### src/rtl/hsv_encoder_pkg.sv
// Shared encodings for the HSV quadrature encoder: resolution modes,
// quadrature states ({a,b}) and the transition decoder.
package hsv_encoder_pkg;

    localparam logic [1:0] MODE_X1 = 2'b00;
    localparam logic [1:0] MODE_X2 = 2'b01;
    localparam logic [1:0] MODE_X4 = 2'b10;

    // Forward rotation walks Q00 -> Q10 -> Q11 -> Q01 -> Q00.
    localparam logic [1:0] Q00 = 2'b00;
    localparam logic [1:0] Q10 = 2'b10;
    localparam logic [1:0] Q11 = 2'b11;
    localparam logic [1:0] Q01 = 2'b01;

    typedef struct packed {
        logic up;
        logic dn;
        logic bad;
    } qdec_t;

    // Classify one {a,b} transition under the selected resolution.
    function automatic qdec_t quad_decode(input logic [1:0] m,
                                          input logic [1:0] p,
                                          input logic [1:0] c);
        qdec_t r;
        logic  fwd;
        logic  counts;
        r      = '0;
        fwd    = 1'b0;
        counts = 1'b0;
        if ((p ^ c) == 2'b11) begin
            r.bad = 1'b1;
        end else if (p != c) begin
            fwd = ((p == Q00) && (c == Q10)) || ((p == Q10) && (c == Q11)) ||
                  ((p == Q11) && (c == Q01)) || ((p == Q01) && (c == Q00));
            // x1 counts only transitions leaving 00, x2 those leaving 00 or 11.
            case (m)
                MODE_X1: counts = (p == Q00);
                MODE_X2: counts = (p == Q00) || (p == Q11);
                MODE_X4: counts = 1'b1;
                default: counts = 1'b1;
            endcase
            r.up = counts & fwd;
            r.dn = counts & ~fwd;
        end
        return r;
    endfunction

endpackage

### src/rtl/hsv_enc_filter.sv
// One encoder pin: 2-FF synchroniser, persistence filter and the
// post-reset arm window that seeds the filtered state from the pin.
module hsv_enc_filter #(
    parameter int unsigned FILTER = 0
) (
    input  logic clk,
    input  logic reset,
    input  logic pin,
    output logic filt,
    output logic filt_prev,
    output logic arming
);

    localparam logic [7:0] FILT_LIM = 8'(FILTER);

    logic       sync1;
    logic       sync2;
    logic [7:0] cnt;
    logic [1:0] arm_cnt;

    assign arming = (arm_cnt != 2'd3);

    // Synchronise, then accept a new level only after it persists FILTER extra cycles.
    always_ff @(posedge clk) begin
        if (!reset) begin
            sync1     <= 1'b0;
            sync2     <= 1'b0;
            filt      <= 1'b0;
            filt_prev <= 1'b0;
            cnt       <= '0;
            arm_cnt   <= '0;
        end else begin
            sync1 <= pin;
            sync2 <= sync1;
            if (arming) begin
                arm_cnt   <= arm_cnt + 2'd1;
                // prev tracks filt here too so the first decode sees no edge
                filt      <= sync2;
                filt_prev <= sync2;
                cnt       <= '0;
            end else begin
                filt_prev <= filt;
                if (sync2 != filt) begin
                    if (cnt == FILT_LIM) begin
                        filt <= sync2;
                        cnt  <= '0;
                    end else begin
                        cnt <= cnt + 8'd1;
                    end
                end else begin
                    cnt <= '0;
                end
            end
        end
    end

endmodule

### src/rtl/hsv_quad_encoder.sv
// Quadrature encoder counter for one HSV channel: filtered pins, x1/x2/x4
// decode, stepped counting with wrap/saturate limits, preload and error flag.
module hsv_quad_encoder #(
    parameter int unsigned WIDTH     = 8,
    parameter int unsigned STEP      = 1,
    parameter int unsigned MIN_VAL   = 0,
    parameter int unsigned MAX_VAL   = 2**WIDTH - 1,
    parameter int unsigned RESET_VAL = 0,
    parameter int unsigned FILTER    = 0
) (
    input  logic             clk,
    input  logic             reset,
    input  logic             a,
    input  logic             b,
    input  logic [1:0]       mode,
    input  logic             sat,
    input  logic             enable,
    input  logic             load,
    input  logic [WIDTH-1:0] load_value,
    input  logic             err_clr,
    output logic [WIDTH-1:0] value,
    output logic             dir,
    output logic             step_pulse,
    output logic             err
);

    import hsv_encoder_pkg::*;

    localparam logic [WIDTH:0]   MIN_E   = (WIDTH+1)'(MIN_VAL);
    localparam logic [WIDTH:0]   MAX_E   = (WIDTH+1)'(MAX_VAL);
    localparam logic [WIDTH:0]   STEP_E  = (WIDTH+1)'(STEP);
    localparam logic [WIDTH-1:0] MIN_W   = WIDTH'(MIN_VAL);
    localparam logic [WIDTH-1:0] MAX_W   = WIDTH'(MAX_VAL);
    localparam logic [WIDTH-1:0] STEP_W  = WIDTH'(STEP);
    localparam logic [WIDTH-1:0] RESET_W = WIDTH'(RESET_VAL);

    logic             filt_a, filt_b, prev_a, prev_b;
    logic             arming_a, arming_b, arming;
    qdec_t            dec;
    logic             count_ev, bad_ev;
    logic [WIDTH:0]   val_e, up_sum, ld_e;
    logic [WIDTH-1:0] next_up, next_dn, ld_clamped;

    hsv_enc_filter #(.FILTER(FILTER)) u_filt_a (
        .clk       (clk),
        .reset     (reset),
        .pin       (a),
        .filt      (filt_a),
        .filt_prev (prev_a),
        .arming    (arming_a)
    );

    hsv_enc_filter #(.FILTER(FILTER)) u_filt_b (
        .clk       (clk),
        .reset     (reset),
        .pin       (b),
        .filt      (filt_b),
        .filt_prev (prev_b),
        .arming    (arming_b)
    );

    assign arming = arming_a | arming_b;

    // Decode the filtered transition and precompute limited next values.
    always_comb begin
        dec        = quad_decode(mode, {prev_a, prev_b}, {filt_a, filt_b});
        count_ev   = ~arming & (dec.up | dec.dn);
        bad_ev     = ~arming & dec.bad;
        val_e      = {1'b0, value};
        up_sum     = val_e + STEP_E;
        ld_e       = {1'b0, load_value};
        next_up    = value + STEP_W;
        next_dn    = value - STEP_W;
        if (up_sum > MAX_E) begin
            next_up = sat ? MAX_W : MIN_W;
        end
        if (val_e < MIN_E + STEP_E) begin
            next_dn = sat ? MIN_W : MAX_W;
        end
        ld_clamped = load_value;
        if (ld_e < MIN_E) begin
            ld_clamped = MIN_W;
        end else if (ld_e > MAX_E) begin
            ld_clamped = MAX_W;
        end
    end

    // Output registers: load beats a count; err is sticky and a new error beats err_clr.
    always_ff @(posedge clk) begin
        if (!reset) begin
            value      <= RESET_W;
            dir        <= 1'b0;
            step_pulse <= 1'b0;
            err        <= 1'b0;
        end else begin
            step_pulse <= 1'b0;
            if (load) begin
                value <= ld_clamped;
            end else if (count_ev && enable) begin
                value      <= dec.up ? next_up : next_dn;
                dir        <= dec.up;
                step_pulse <= 1'b1;
            end
            if (bad_ev) begin
                err <= 1'b1;
            end else if (err_clr) begin
                err <= 1'b0;
            end
        end
    end

endmodule

### config.mk
export PLATFORM = sky130hd
export DESIGN_NAME = hsv_quad_encoder
export DESIGN_NICKNAME = d
export VERILOG_FILES = /design/src/rtl/hsv_encoder_pkg.sv /design/src/rtl/hsv_enc_filter.sv /design/src/rtl/hsv_quad_encoder.sv
export SDC_FILE = /design/constraint.sdc
export NUM_CORES = 1
export LEC_CHECK = 0
export BUFFER_PORTS_ARGS = -buffer_cell sky130_fd_sc_hd__buf_4
export CORE_ASPECT_RATIO = 1.4
export CORE_UTILIZATION = 30
export DETAILED_ROUTE_END_ITERATION = 6
export PLACE_DENSITY_LB_ADDON = 0.05
export REMOVE_ABC_BUFFERS = 1
export SKIP_LAST_GASP = 1
export SYNTH_ARGS = -nofsm -noshare
export SYNTH_HDL_FRONTEND = slang
export SYNTH_HIERARCHICAL = 1
export SYNTH_SLANG_ARGS = --single-unit
### constraint.sdc
create_clock -name clk -period 5.9 [get_ports clk]
set_clock_uncertainty 0.2 [all_clocks]
set_input_delay 1.18 -clock clk [delete_from_list [all_inputs] [get_ports clk]]
set_output_delay 1.18 -clock clk [all_outputs]
set_load 0.005 [all_outputs]
### Word-level counts from Yosys, hierarchy flattened

Cells that the tools add are included.

* logic and storage cells: 101
* output and inout bits: 11
* bits of input ports: 18
* bits in registers: 39

* add/sub/neg operators: 7
* magnitude comparators: 2
* reduce and logical (&&, ||, !) cells: 26
* bitwise gates (word level): 13
* multiplexer cells: 24
* eq/ne operators: 13

Operator list (number)
* $mux W8: 7
* $add A8 B1 Y8 const B: 3
* $logic_not A8 Y1: 2
* $mux W1: 14
* $reduce_bool A2 Y1: 6
* $eq A2 B2 Y1 const B: 5
* $add A8 B1 Y9 const B: 1
* $gt A9 B8 Y1 const B: 1
* $lt A8 B1 Y1 const B: 1
* $reduce_or A4 Y1: 2
* $sub A8 B1 Y8 const B: 1
* $eq A2 B1 Y1 const B: 3
* $logic_not A2 Y1: 3
* $not A1 Y1: 6
* $reduce_and A2 Y1: 3
* $logic_and A1 B1 Y1: 5
* $add A2 B1 Y2 const B: 2
* $and A1 B1 Y1: 4
* $logic_or A1 B1 Y1: 4
* $mux W2: 2
* $ne A2 B2 Y1 const B: 2
* $ne A1 B1 Y1: 2
* $ne A2 B2 Y1: 1
* $or A1 B1 Y1: 2
* 3 further kinds: 3

### Longest topological paths before layout

Gate-level depths: netlist of the first run.

* depth after elaboration: 14
* mapped depth: 10
* mapped depth without buffers: 8

### Cells and area by module

Netlist of the first run, hierarchy kept.

By module, submodules not included
* hsv_enc_filter: cells each 61, seq. area each 280.3 um2, area an instance 596.8 um2, instances 2
* hsv_quad_encoder: cells each 140, seq. area each 220.2 um2, area an instance 1088.5 um2, instances 1

### Worst setup path after synthesis of the first run

OpenSTA, ideal clock, no wires.

* path type: input to register
* start: input port mode[0]
* end: register value[5]
* data arrival time: 2439 ps
* library setup time: 126 ps
* setup slack: 3135 ps
* buffers on the path: 1
* stages on the path: 7
* required time: 5574 ps
* cell sequence: or2_2 > a21o_1 > and3_1 > clkbuf_1 > a2111oi_1 > a31o_1 > o22ai_1

* cells in the longest elaborated chain, start to end: 11
* elaborated cells between the ends (all ways): 16
* classes of those cells: 1 x eq/ne; 8 x mux; 4 x bitwise; 3 x reduce/logical

RTL lines
* start: declaration: line hsv_quad_encoder.sv:15 `input logic [1:0] mode,`
* $eq A2 B1 Y1 / $logic_not A2 Y1 (equally long branches): line hsv_encoder_pkg.sv:37 `case (m)`
* $pmux W1 S2 (*): line hsv_encoder_pkg.sv:37
* $mux W1 (*): line hsv_encoder_pkg.sv:33 `end else if (p != c) begin`
* $mux W1 (*): line hsv_encoder_pkg.sv:31 `if ((p ^ c) == 2'b11) begin`
* $and A1 B1 Y1 (on tied branches): line hsv_encoder_pkg.sv:43, hsv_encoder_pkg.sv:44
* $mux W2 (*): line hsv_encoder_pkg.sv:33
* $mux W2 (*): line hsv_encoder_pkg.sv:31
* $or A1 B1 Y1: line hsv_quad_encoder.sv:67 `count_ev = ~arming & (dec.up | dec.dn);`
* $and A1 B1 Y1: line hsv_quad_encoder.sv:67
* $logic_and A1 B1 Y1: line hsv_quad_encoder.sv:99 `end else if (count_ev && enable) begin`
* $reduce_bool A2 Y1 (no line)
* end signal: assignment: line hsv_quad_encoder.sv:98 `value <= ld_clamped;`
* end signal: assignment: line hsv_quad_encoder.sv:100 `value <= dec.up ? next_up : next_dn;`
* end: declaration: line hsv_quad_encoder.sv:21 `output logic [WIDTH-1:0] value,`

Mark *: on every way between the ends. The rest lies on a longest branch, timed or not. The select of a mux whose other input is x is not followed.
A chain may end at the register's enable or synchronous reset.

### Final worst setup path of the first run

* start: input port mode[0]
* end: register value[4]

Same word-level chain as after synthesis.

==> impl_metrics.py, run 1 <==
metrics = {
    "placement": {
        "dpl_cell_area_um2": 2560,
        "portBuffers": 28,
        "dp_hpwl_mm": 4.16,
        "dp.cells": 376,
        "gp_congestion": 0.767,
    },
    "clock_network": {
        "cts.path.max_buffers": 2,
        "cts_num_sinks": 39,
        "cts_resized": 0,
        "cts-root-buf": "clkbuf_8",
        "cts_tree": "done",
        "insertion_delay_ns": 0.29,
        "htreeDepth": 2,
        "cts-buffers-inserted": 5,
        "cts_setup_buffers": 0,
        "cts_hold_buf": 0,
        "clkTransAtPathRegs_ns": 0.07,
    },
    "timing": {
        "clock.fmax_ghz": 0.363,
        "setup_viol": 0,
        "slew_headroom_pct": 54.7,
        "finalHoldViolations": 0,
        "max_slew.worst_pin.slew_ns": 0.678,
        "rsz0062_at_grt": "false",
        "fin_crit_ns": 2.75,
        "finalSetupTns_ns": 0,
        "drv_slew": 0,
        "timing.hold.ws_ns": 0.234,
        "fin_crit_sh_pct": 46.6,
    },
    "hold_path": {
        "hp-class": "flip-flop to flip-flop",
        "holdPathStages": 1,
        "holdCritStartpoint": "u_filt_a/sync1$_SDFF_PN0_",
        "hold_end": "u_filt_a/sync2$_SDFF_PN0_",
    },
    "worst_setup_path": {
        "r2r_end": "value[2]$_SDFFE_PN0P_",
        "r2r_cells": 7,
        "crit_type": "input port to flip-flop",
        "start_kind": "input port",
        "rrSetupSlack_ns": 3.26,
        "path_max_fanout": 8,
        "reg2reg_from": "value[0]$_SDFFE_PN0P_",
        "critPathRequiredTime_ns": 5.88,
        "arrival_ns": 2.74,
        "cp-end-kind": "flip-flop",
    },
    "global_route": {
        "antenna_found_initial": 0,
        "grt_max_degree": 20,
        "use_met2_pct": 27.0,
        "grt-ovfl-total": 0,
        "met1_usage_pct": 15.7,
        "grt_pass1_wl_mm": 8.87,
        "grt_usage_pct": 14.9,
        "grt_pass1_vias": 1904,
        "grt-busiest-layer": "met2",
        "globalRouteMet3Util_pct": 3.18,
    },
    "synthesis": {
        "yosys_most_used_dff": "dfxtp_1",
        "yosysWarnings": 6,
        "yosys-top-cells-area": "dfxtp_1 34%, ha_1 7.1%, xor2_1 4.2%, xnor2_1 3.8%, a21oi_1 3.5%",
        "ys_ff_latch": 39,
        "avgSynthCellArea_um2": 8.71,
        "synthArstFlopShare_pct": 0,
        "synth-seq-area-share_pct": 34.2,
        "syn_inst": 262,
        "synthDominantCellAreaShare_pct": 34.2,
        "synth_edf_count": 0,
        "yosys.area.top_type": "dfxtp_1",
        "syn_area_um2": 2280,
        "ys_types": 50,
    },
    "status": {
        "status": "complete, no violations",
    },
    "power": {
        "power_switching_uw": 144,
        "swShare_pct": 26.6,
        "seq_power_share_pct": 53.5,
        "clock_power_share_pct": 30.3,
        "ir_worst_vdd_uv": 102,
        "power_density_nw_per_um2": 206,
        "power.internal_uw": 397,
        "comb_power_share_pct": 16.2,
        "p_leak_nw": 0.980,
    },
    "final_layout": {
        "antenna_cells": 0,
        "area_delta_synth_final_pct": 15.2,
        "layout_common_cells": "39 x dfxtp_1, 28 x buf_4, 19 x nor2_1, 18 x nand2_1, 17 x inv_1",
        "layout.nets": 317,
        "final_cells": 382,
        "fin_util_pct": 35.7,
        "mostFrequentLayoutCell": "dfxtp_1",
        "design_area_um2": 2630,
        "drive_above_1_share_pct": 15.4,
    },
    "floorplan": {
        "core_area_um2": 7360,
        "dieArea_um2": 7970,
        "die_y_um": 105,
        "io-pin-count": 29,
        "placementRows": 37,
        "initial_core_util_pct": 31.0,
        "die_w_um": 75.7,
    },
    "drt": {
        "route.detailed.drc": 0,
        "avgViaCountPerCell": 5.09,
        "firstDrtPassIters": 4,
        "drt_iter0_drc": 34,
        "vias": 1944,
        "wl_per_cell_um": 14.3,
        "postRouteAntennaNets": 0,
        "finalWirelength_mm": 5.47,
    },
    "flow_run": {
        "drv_cap": 0,
    },
}
==> worst max-delay path, cell delays in order <==
cell and delay [ns]:
buf_4 0.11, or2_2 0.30, a21oi_1 0.23, nor3_1 0.09, nor2_1 0.53, a22oi_1 0.13, o32ai_1 0.16
==> routing by layer <==
metal,vias up,part of all wire (%)
met5,-,0
met4,0,2.6
met3,13,3.3
met2,45,55
met1,905,39
li1,981,-
==> synthesized netlist by cell type, drive strengths merged, types with 5 or more instances <==
cell type  count
dfxtp         39
nor2          19
nand2         18
a21oi         17
inv           17
ha            13
o21ai         13
nand3         12
xor2          11
xnor2         10
mux2i          8
or3            8
a22oi          7
buf            7
and2           6
o32ai          5
==> power groups by stage <==
stage               Sequential (mW)  Combinational [mW]  Clock [mW]
floorplan                     0.291              0.0589           0
global route                  0.291              0.0987       0.189
detailed placement            0.296              0.0888           0
CTS                           0.289              0.0895       0.177
global placement              0.296              0.0890           0
finish                        0.289              0.0877       0.164
==> registers in the layout, indices dropped and copies added, names as in the netlist <==
name and flops:
dir 1, u_filt_b/filt 1, value 8, u_filt_a/filt 1, u_filt_a/sync2 1, u_filt_b/cnt 8, u_filt_b/sync1 1, u_filt_b/filt_prev 1
u_filt_a/filt_prev 1, u_filt_a/arm_cnt 2, u_filt_b/sync2 1, u_filt_a/cnt 8, err 1, step_pulse 1, u_filt_b/arm_cnt 2, u_filt_a/sync1 1
==> cell type report <==
class                   count  area [um2]
fillers                   779        4730
flip-flops and latches     39         781
inverters                  18        67.6
repair buffers             28         210
well taps                  97         121
multi-input cells         194        1380
clock buffers               6        72.6
==> logic make-up (layout without fill, tap and decap cells) <==
logic type               after synthesis  after routing  share of synthesized area, %
AO/OA/AOI/OAI                         59             59                          18.7
AND/OR/NAND/NOR                       92             92                          21.9
adder cells (fa/ha/maj)               13             13                          7.13
XOR/XNOR                              21             21                          8.06
multiplexers                           9              9                          4.50
buffers and inverters                 29             52                          5.43
flip-flops                            39             39                          34.2
==> worst max path at each step <==
stage                  from                     to  slack, ns  cells past startpoint
global placement    mode[0]  value[2]$_SDFFE_PN0P_       2.87                      7
floorplan           mode[0]  value[5]$_SDFFE_PN0P_       3.22                      6
finish              mode[0]  value[4]$_SDFFE_PN0P_       3.15                      7
CTS                 mode[0]  value[4]$_SDFFE_PN0P_       3.11                      7
detailed placement  mode[0]  value[4]$_SDFFE_PN0P_       2.81                      7
global route        mode[0]  value[4]$_SDFFE_PN0P_       3.05                      7
==> metrics by stage <==
| stage | worst slack (ns) | power (mW) |
|---|---|---|
| 2_1_floorplan | 3.22 | 0.350 |
| 3_3_place_gp | 2.87 | 0.385 |
| 5_1_grt | 3.05 | 0.579 |
| 4_1_cts | 3.11 | 0.556 |
| 6_report | 3.15 | 0.541 |
| 3_5_place_dp | 2.81 | 0.384 |
No activity file was read; power rests on OpenSTA's default activity.
==> run 2, diff against run 1 <==
==> constraint.sdc (replaced) <==
create_clock -name clk -period 2.39 [get_ports clk]
set_clock_uncertainty 0.2 [all_clocks]
set_input_delay 0.478 -clock clk [delete_from_list [all_inputs] [get_ports clk]]
set_output_delay 0.478 -clock clk [all_outputs]
set_load 0.005 [all_outputs]
==> impl_metrics.py, run 2 (synthesis results as in run 1) <==
metrics = {
    "placement": {
        "dp_hpwl_mm": 4.42,
        "portBuffers": 28,
        "gp_congestion": 0.852,
        "dp.cells": 392,
        "dpl_cell_area_um2": 2680,
    },
    "worst_setup_path": {
        "start_kind": "flip-flop",
        "reg2reg_from": "value[1]$_SDFFE_PN0P_",
        "critPathRequiredTime_ns": 2.36,
        "rrSetupSlack_ns": 0.09,
        "cp-end-kind": "flip-flop",
        "r2r_cells": 8,
        "cp-startpoint": "value[1]$_SDFFE_PN0P_",
        "r2r_end": "value[0]$_SDFFE_PN0P_",
        "path_max_fanout": 6,
        "arrival_ns": 2.27,
        "crit_end": "value[0]$_SDFFE_PN0P_",
        "crit_type": "flip-flop to flip-flop",
    },
    "final_layout": {
        "area_delta_synth_final_pct": 23.3,
        "design_area_um2": 2810,
        "mostFrequentLayoutCell": "buf_4",
        "num-fill-cells": 801,
        "final-seq-area_um2": 783,
        "antenna_cells": 0,
        "fin_util_pct": 38.2,
        "reg.largest.list": "u_filt_a/cnt: 8 flops, u_filt_b/cnt: 8 flops, value: 8 flops",
        "layout_common_cells": "44 x buf_4, 37 x dfxtp_1, 19 x nor2_1, 18 x nand2_1, 17 x inv_1",
        "drive_above_1_share_pct": 23.1,
        "final_cells": 400,
        "layout.nets": 333,
        "multi_input_area_um2": 1410,
    },
    "floorplan": {
        "die_w_um": 75.7,
        "io-pin-count": 29,
        "die_y_um": 105,
        "dieArea_um2": 7970,
        "placementRows": 37,
        "initial_core_util_pct": 31.0,
        "core_area_um2": 7360,
    },
    "global_route": {
        "grt-ovfl-total": 0,
        "grt_max_degree": 20,
        "grt_pass1_wl_mm": 9.31,
        "grt_pass1_vias": 1968,
        "antenna_found_initial": 0,
        "grt_usage_pct": 15.6,
    },
    "hold_path": {
        "holdPathStages": 2,
        "hp-class": "input port to flip-flop",
    },
    "drt": {
        "finalWirelength_mm": 5.78,
        "avgViaCountPerCell": 5.00,
        "postRouteAntennaNets": 0,
        "firstDrtPassIters": 4,
        "wl_per_cell_um": 14.4,
        "route.detailed.drc": 0,
        "vias": 2001,
        "drt_iter0_drc": 83,
    },
    "flow_run": {
        "drv_cap": 0,
    },
    "power": {
        "ir_worst_vdd_uv": 312,
        "power_density_nw_per_um2": 521,
        "p_leak_nw": 1.08,
    },
    "timing": {
        "rsz0062_at_grt": "false",
        "slew_headroom_pct": 75.1,
        "clock.fmax_ghz": 0.435,
        "fin_crit_ns": 2.30,
        "setup_viol": 0,
        "finalSetupTns_ns": 0,
        "max_slew.worst_pin.slew_ns": 0.370,
        "fin_crit_sh_pct": 96.3,
        "finalHoldViolations": 0,
        "timing.hold.ws_ns": 0.192,
        "drv_slew": 0,
    },
    "clock_network": {
        "cts-buffers-inserted": 5,
        "cts_setup_buffers": 0,
        "cts_tree": "done",
        "htreeDepth": 2,
        "cts-root-buf": "clkbuf_8",
        "insertion_delay_ns": 0.29,
        "cts_num_sinks": 39,
        "clkTransAtPathRegs_ns": 0.08,
        "cts.path.max_buffers": 2,
    },
    "status": {
        "status": "complete, no violations",
    },
}
run 2: cell count changes in the layout (fill, tap and decap cells not counted), sizes merged:
cell	change
buf	+16
clkinvlp	+1
clkbuf	+1
run 2: timing repair:
action / CTS / global route
hold buffers: 0 / 0
resized for setup: 0 / 8
endpoints found under the hold margin: 0 / 0
endpoints found under the setup margin: 0 / 7
run 2: layer usage:
layer	routed length, um	vias to the layer above	part of all wire (%)	GRT usage [%]
met2	3040	40	53	28.1
met1	2390	936	41	17.2
met4	172	0	3.0	7.01
met5	0	-	0	0
li1	-	1012	-	-
met3	178	13	3.1	2.41
run 2: critical path, cell delays in order (launching register included):
cell      delay, ns
dfxtp_1        0.36
buf_4          0.18
ha_1           0.19
nor4bb_1       0.23
and4_1         0.27
nand3_1        0.15
buf_4          0.21
a311oi_1       0.28
o32ai_1        0.12
run 2: how the worst min path moves through the flow:
stage | slack, ns | to | startpoint
floorplan | 0.21 | u_filt_a/sync2$_SDFF_PN0_ | u_filt_a/sync1$_SDFF_PN0_
global placement | 0.22 | u_filt_a/sync2$_SDFF_PN0_ | u_filt_a/sync1$_SDFF_PN0_
detailed placement | 0.22 | u_filt_b/sync2$_SDFF_PN0_ | u_filt_b/sync1$_SDFF_PN0_
CTS | 0.18 | u_filt_a/sync1$_SDFF_PN0_ | a
global route | 0.18 | u_filt_b/sync1$_SDFF_PN0_ | b
finish | 0.19 | u_filt_b/sync1$_SDFF_PN0_ | b
run 2: cell type report:
class / instances / area share, %
repair buffers: 44 / 11.7
inverters: 18 / 2.40
well taps: 97 / 4.31
flip-flops and latches: 39 / 27.8
clock inverters: 1 / 0.267
multi-input cells: 194 / 50.0
clock buffers: 7 / 3.42
run 2: where the power goes:
part	leakage [nW]	internal, mW	total, mW	switching, mW
registers	0.319	0.678	0.703	0.0252
clock network	0.0505	0.263	0.506	0.244
logic	0.714	0.131	0.256	0.125
run 2: through the flow:
step | setup WS (ns) | power (mW)
floorplan | 0.106 | 0.865
global placement | 0.0657 | 0.968
detailed placement | 0.0677 | 0.969
CTS | 0.0513 | 1.49
global route | 0.00436 | 1.55
finish | 0.0896 | 1.47
==> run 3, diff against run 2 <==
==> constraint.sdc (replaced) <==
create_clock -name clk -period 2.3 [get_ports clk]
set_clock_uncertainty 0.2 [all_clocks]
set_input_delay 0.46 -clock clk [delete_from_list [all_inputs] [get_ports clk]]
set_output_delay 0.46 -clock clk [all_outputs]
set_load 0.005 [all_outputs]
==> impl_metrics.py, run 3 (synthesis results as in run 1) <==
metrics = {
    "status": {
        "status": "complete, no violations",
    },
    "clock_network": {
        "clkTransAtPathRegs_ns": 0.08,
        "cts.path.max_buffers": 2,
        "cts_tree": "done",
        "insertion_delay_ns": 0.29,
        "htreeDepth": 2,
        "cts_num_sinks": 39,
        "cts-buffers-inserted": 5,
        "cts_setup_buffers": 0,
        "cts-root-buf": "clkbuf_8",
    },
    "timing": {
        "drv_slew": 0,
        "rsz0062_at_grt": "true",
        "finalHoldViolations": 0,
        "setup_slack_ns": 0.0540,
        "fin_crit_sh_pct": 97.7,
        "fin_crit_ns": 2.25,
        "clock.fmax_ghz": 0.445,
        "setup_viol": 0,
        "timing.hold.ws_ns": 0.177,
        "finalSetupTns_ns": 0,
        "slew_headroom_pct": 76.1,
        "max_slew.worst_pin.slew_ns": 0.356,
    },
    "floorplan": {
        "core_area_um2": 7360,
        "placementRows": 37,
        "dieArea_um2": 7970,
        "initial_core_util_pct": 31.0,
        "die_y_um": 105,
        "die_w_um": 75.7,
        "io-pin-count": 29,
    },
    "drt": {
        "avgViaCountPerCell": 4.95,
        "route.detailed.drc": 0,
        "finalWirelength_mm": 5.77,
        "postRouteAntennaNets": 0,
        "drt_iter0_drc": 47,
        "vias": 2015,
        "wl_per_cell_um": 14.2,
        "firstDrtPassIters": 4,
    },
    "final_layout": {
        "mostFrequentLayoutCell": "buf_4",
        "layout.nets": 341,
        "fin_util_pct": 40.0,
        "design_area_um2": 2940,
        "area_delta_synth_final_pct": 28.9,
        "final_cells": 407,
        "drive_above_1_share_pct": 29.7,
        "reg.largest.list": "u_filt_a/cnt: 8 flops, u_filt_b/cnt: 8 flops, value: 8 flops",
        "layout_common_cells": "50 x buf_4, 34 x dfxtp_1, 19 x nor2_1, 18 x nand2_1, 16 x inv_1",
        "antenna_cells": 0,
    },
    "global_route": {
        "grt_pass1_wl_mm": 9.16,
        "grt_usage_pct": 15.5,
        "grt_max_degree": 20,
        "grt_pass1_vias": 1896,
        "grt-ovfl-total": 0,
        "antenna_found_initial": 0,
    },
    "worst_setup_path": {
        "reg2reg_from": "value[1]$_SDFFE_PN0P_",
        "critPathRequiredTime_ns": 2.27,
        "start_kind": "flip-flop",
        "rrSetupSlack_ns": 0.05,
        "cp-end-kind": "flip-flop",
        "r2r_cells": 8,
        "r2r_end": "value[1]$_SDFFE_PN0P_",
        "path_max_fanout": 6,
        "arrival_ns": 2.21,
        "crit_type": "flip-flop to flip-flop",
    },
    "hold_path": {
        "holdPathStages": 2,
        "hold_end": "u_filt_a/sync1$_SDFF_PN0_",
        "holdCritStartpoint": "a",
        "hp-class": "input port to flip-flop",
    },
    "power": {
        "ir_worst_vdd_uv": 295,
        "power_density_nw_per_um2": 536,
        "power.total_mw": 1.58,
        "p_leak_nw": 1.13,
    },
    "placement": {
        "dpl_cell_area_um2": 2740,
        "dp.cells": 400,
        "portBuffers": 28,
        "place_ws_ns": 0.00612,
        "dp_hpwl_mm": 4.39,
        "gp_congestion": 0.770,
    },
    "flow_run": {
        "drv_cap": 0,
    },
}
## run 3: timing repair
item                                    CTS  global route
gates resized for setup                   1            25
gates cloned                              0             0
pin swaps                                 0             8
hold buffers                              0             0
hold endpoints to repair                  0             0
endpoints found under the setup margin    2             8
## run 3: worst max-delay path by stage
| stage | start | to | slack, ns | cells after the start |
|---|---|---|---|---|
| finish | value[1]$_SDFFE_PN0P_ | value[1]$_SDFFE_PN0P_ | 0.05 | 8 |
| global route | value[1]$_SDFFE_PN0P_ | value[1]$_SDFFE_PN0P_ | -0.07 | 8 |
| CTS | u_filt_a/filt_prev$_SDFF_PN0_ | value[5]$_SDFFE_PN0P_ | 0.02 | 7 |
| detailed placement | value[0]$_SDFFE_PN0P_ | value[2]$_SDFFE_PN0P_ | 0.006 | 7 |
| global placement | value[0]$_SDFFE_PN0P_ | value[5]$_SDFFE_PN0P_ | 0.02 | 8 |
| floorplan | value[0]$_SDFFE_PN0P_ | value[5]$_SDFFE_PN0P_ | 0.02 | 8 |
## run 3: worst max-delay path: stages, from the launching register on
cell      delay [ns]
dfxtp_2         0.35
buf_6           0.13
ha_1            0.17
nor4bb_1        0.25
and4_1          0.30
nand3_2         0.14
buf_6           0.17
a311oi_2        0.31
o32ai_2         0.11
## run 3: final cells by class
type | instances | area [um2]
repair buffers | 52 | 398
multi-input cells | 194 | 1470
fillers | 751 | 4420
well taps | 97 | 121
flip-flops and latches | 39 | 787
clock buffers | 6 | 72.6
clock inverters | 1 | 30.0
inverters | 18 | 67.6
## run 3: power by group
part | switching (mW) | total, mW | internal, mW
combinational | 0.140 | 0.291 | 0.151
sequential | 0.0246 | 0.730 | 0.705
clock | 0.238 | 0.556 | 0.318
## run 3: per-layer routing
layer	part of all wire (%)	vias up	global-route usage, %
li1	-	1026	-
met4	2.9	0	7.14
met3	2.7	14	2.51
met2	55	38	27.9
met1	40	937	16.9
met5	0	-	0
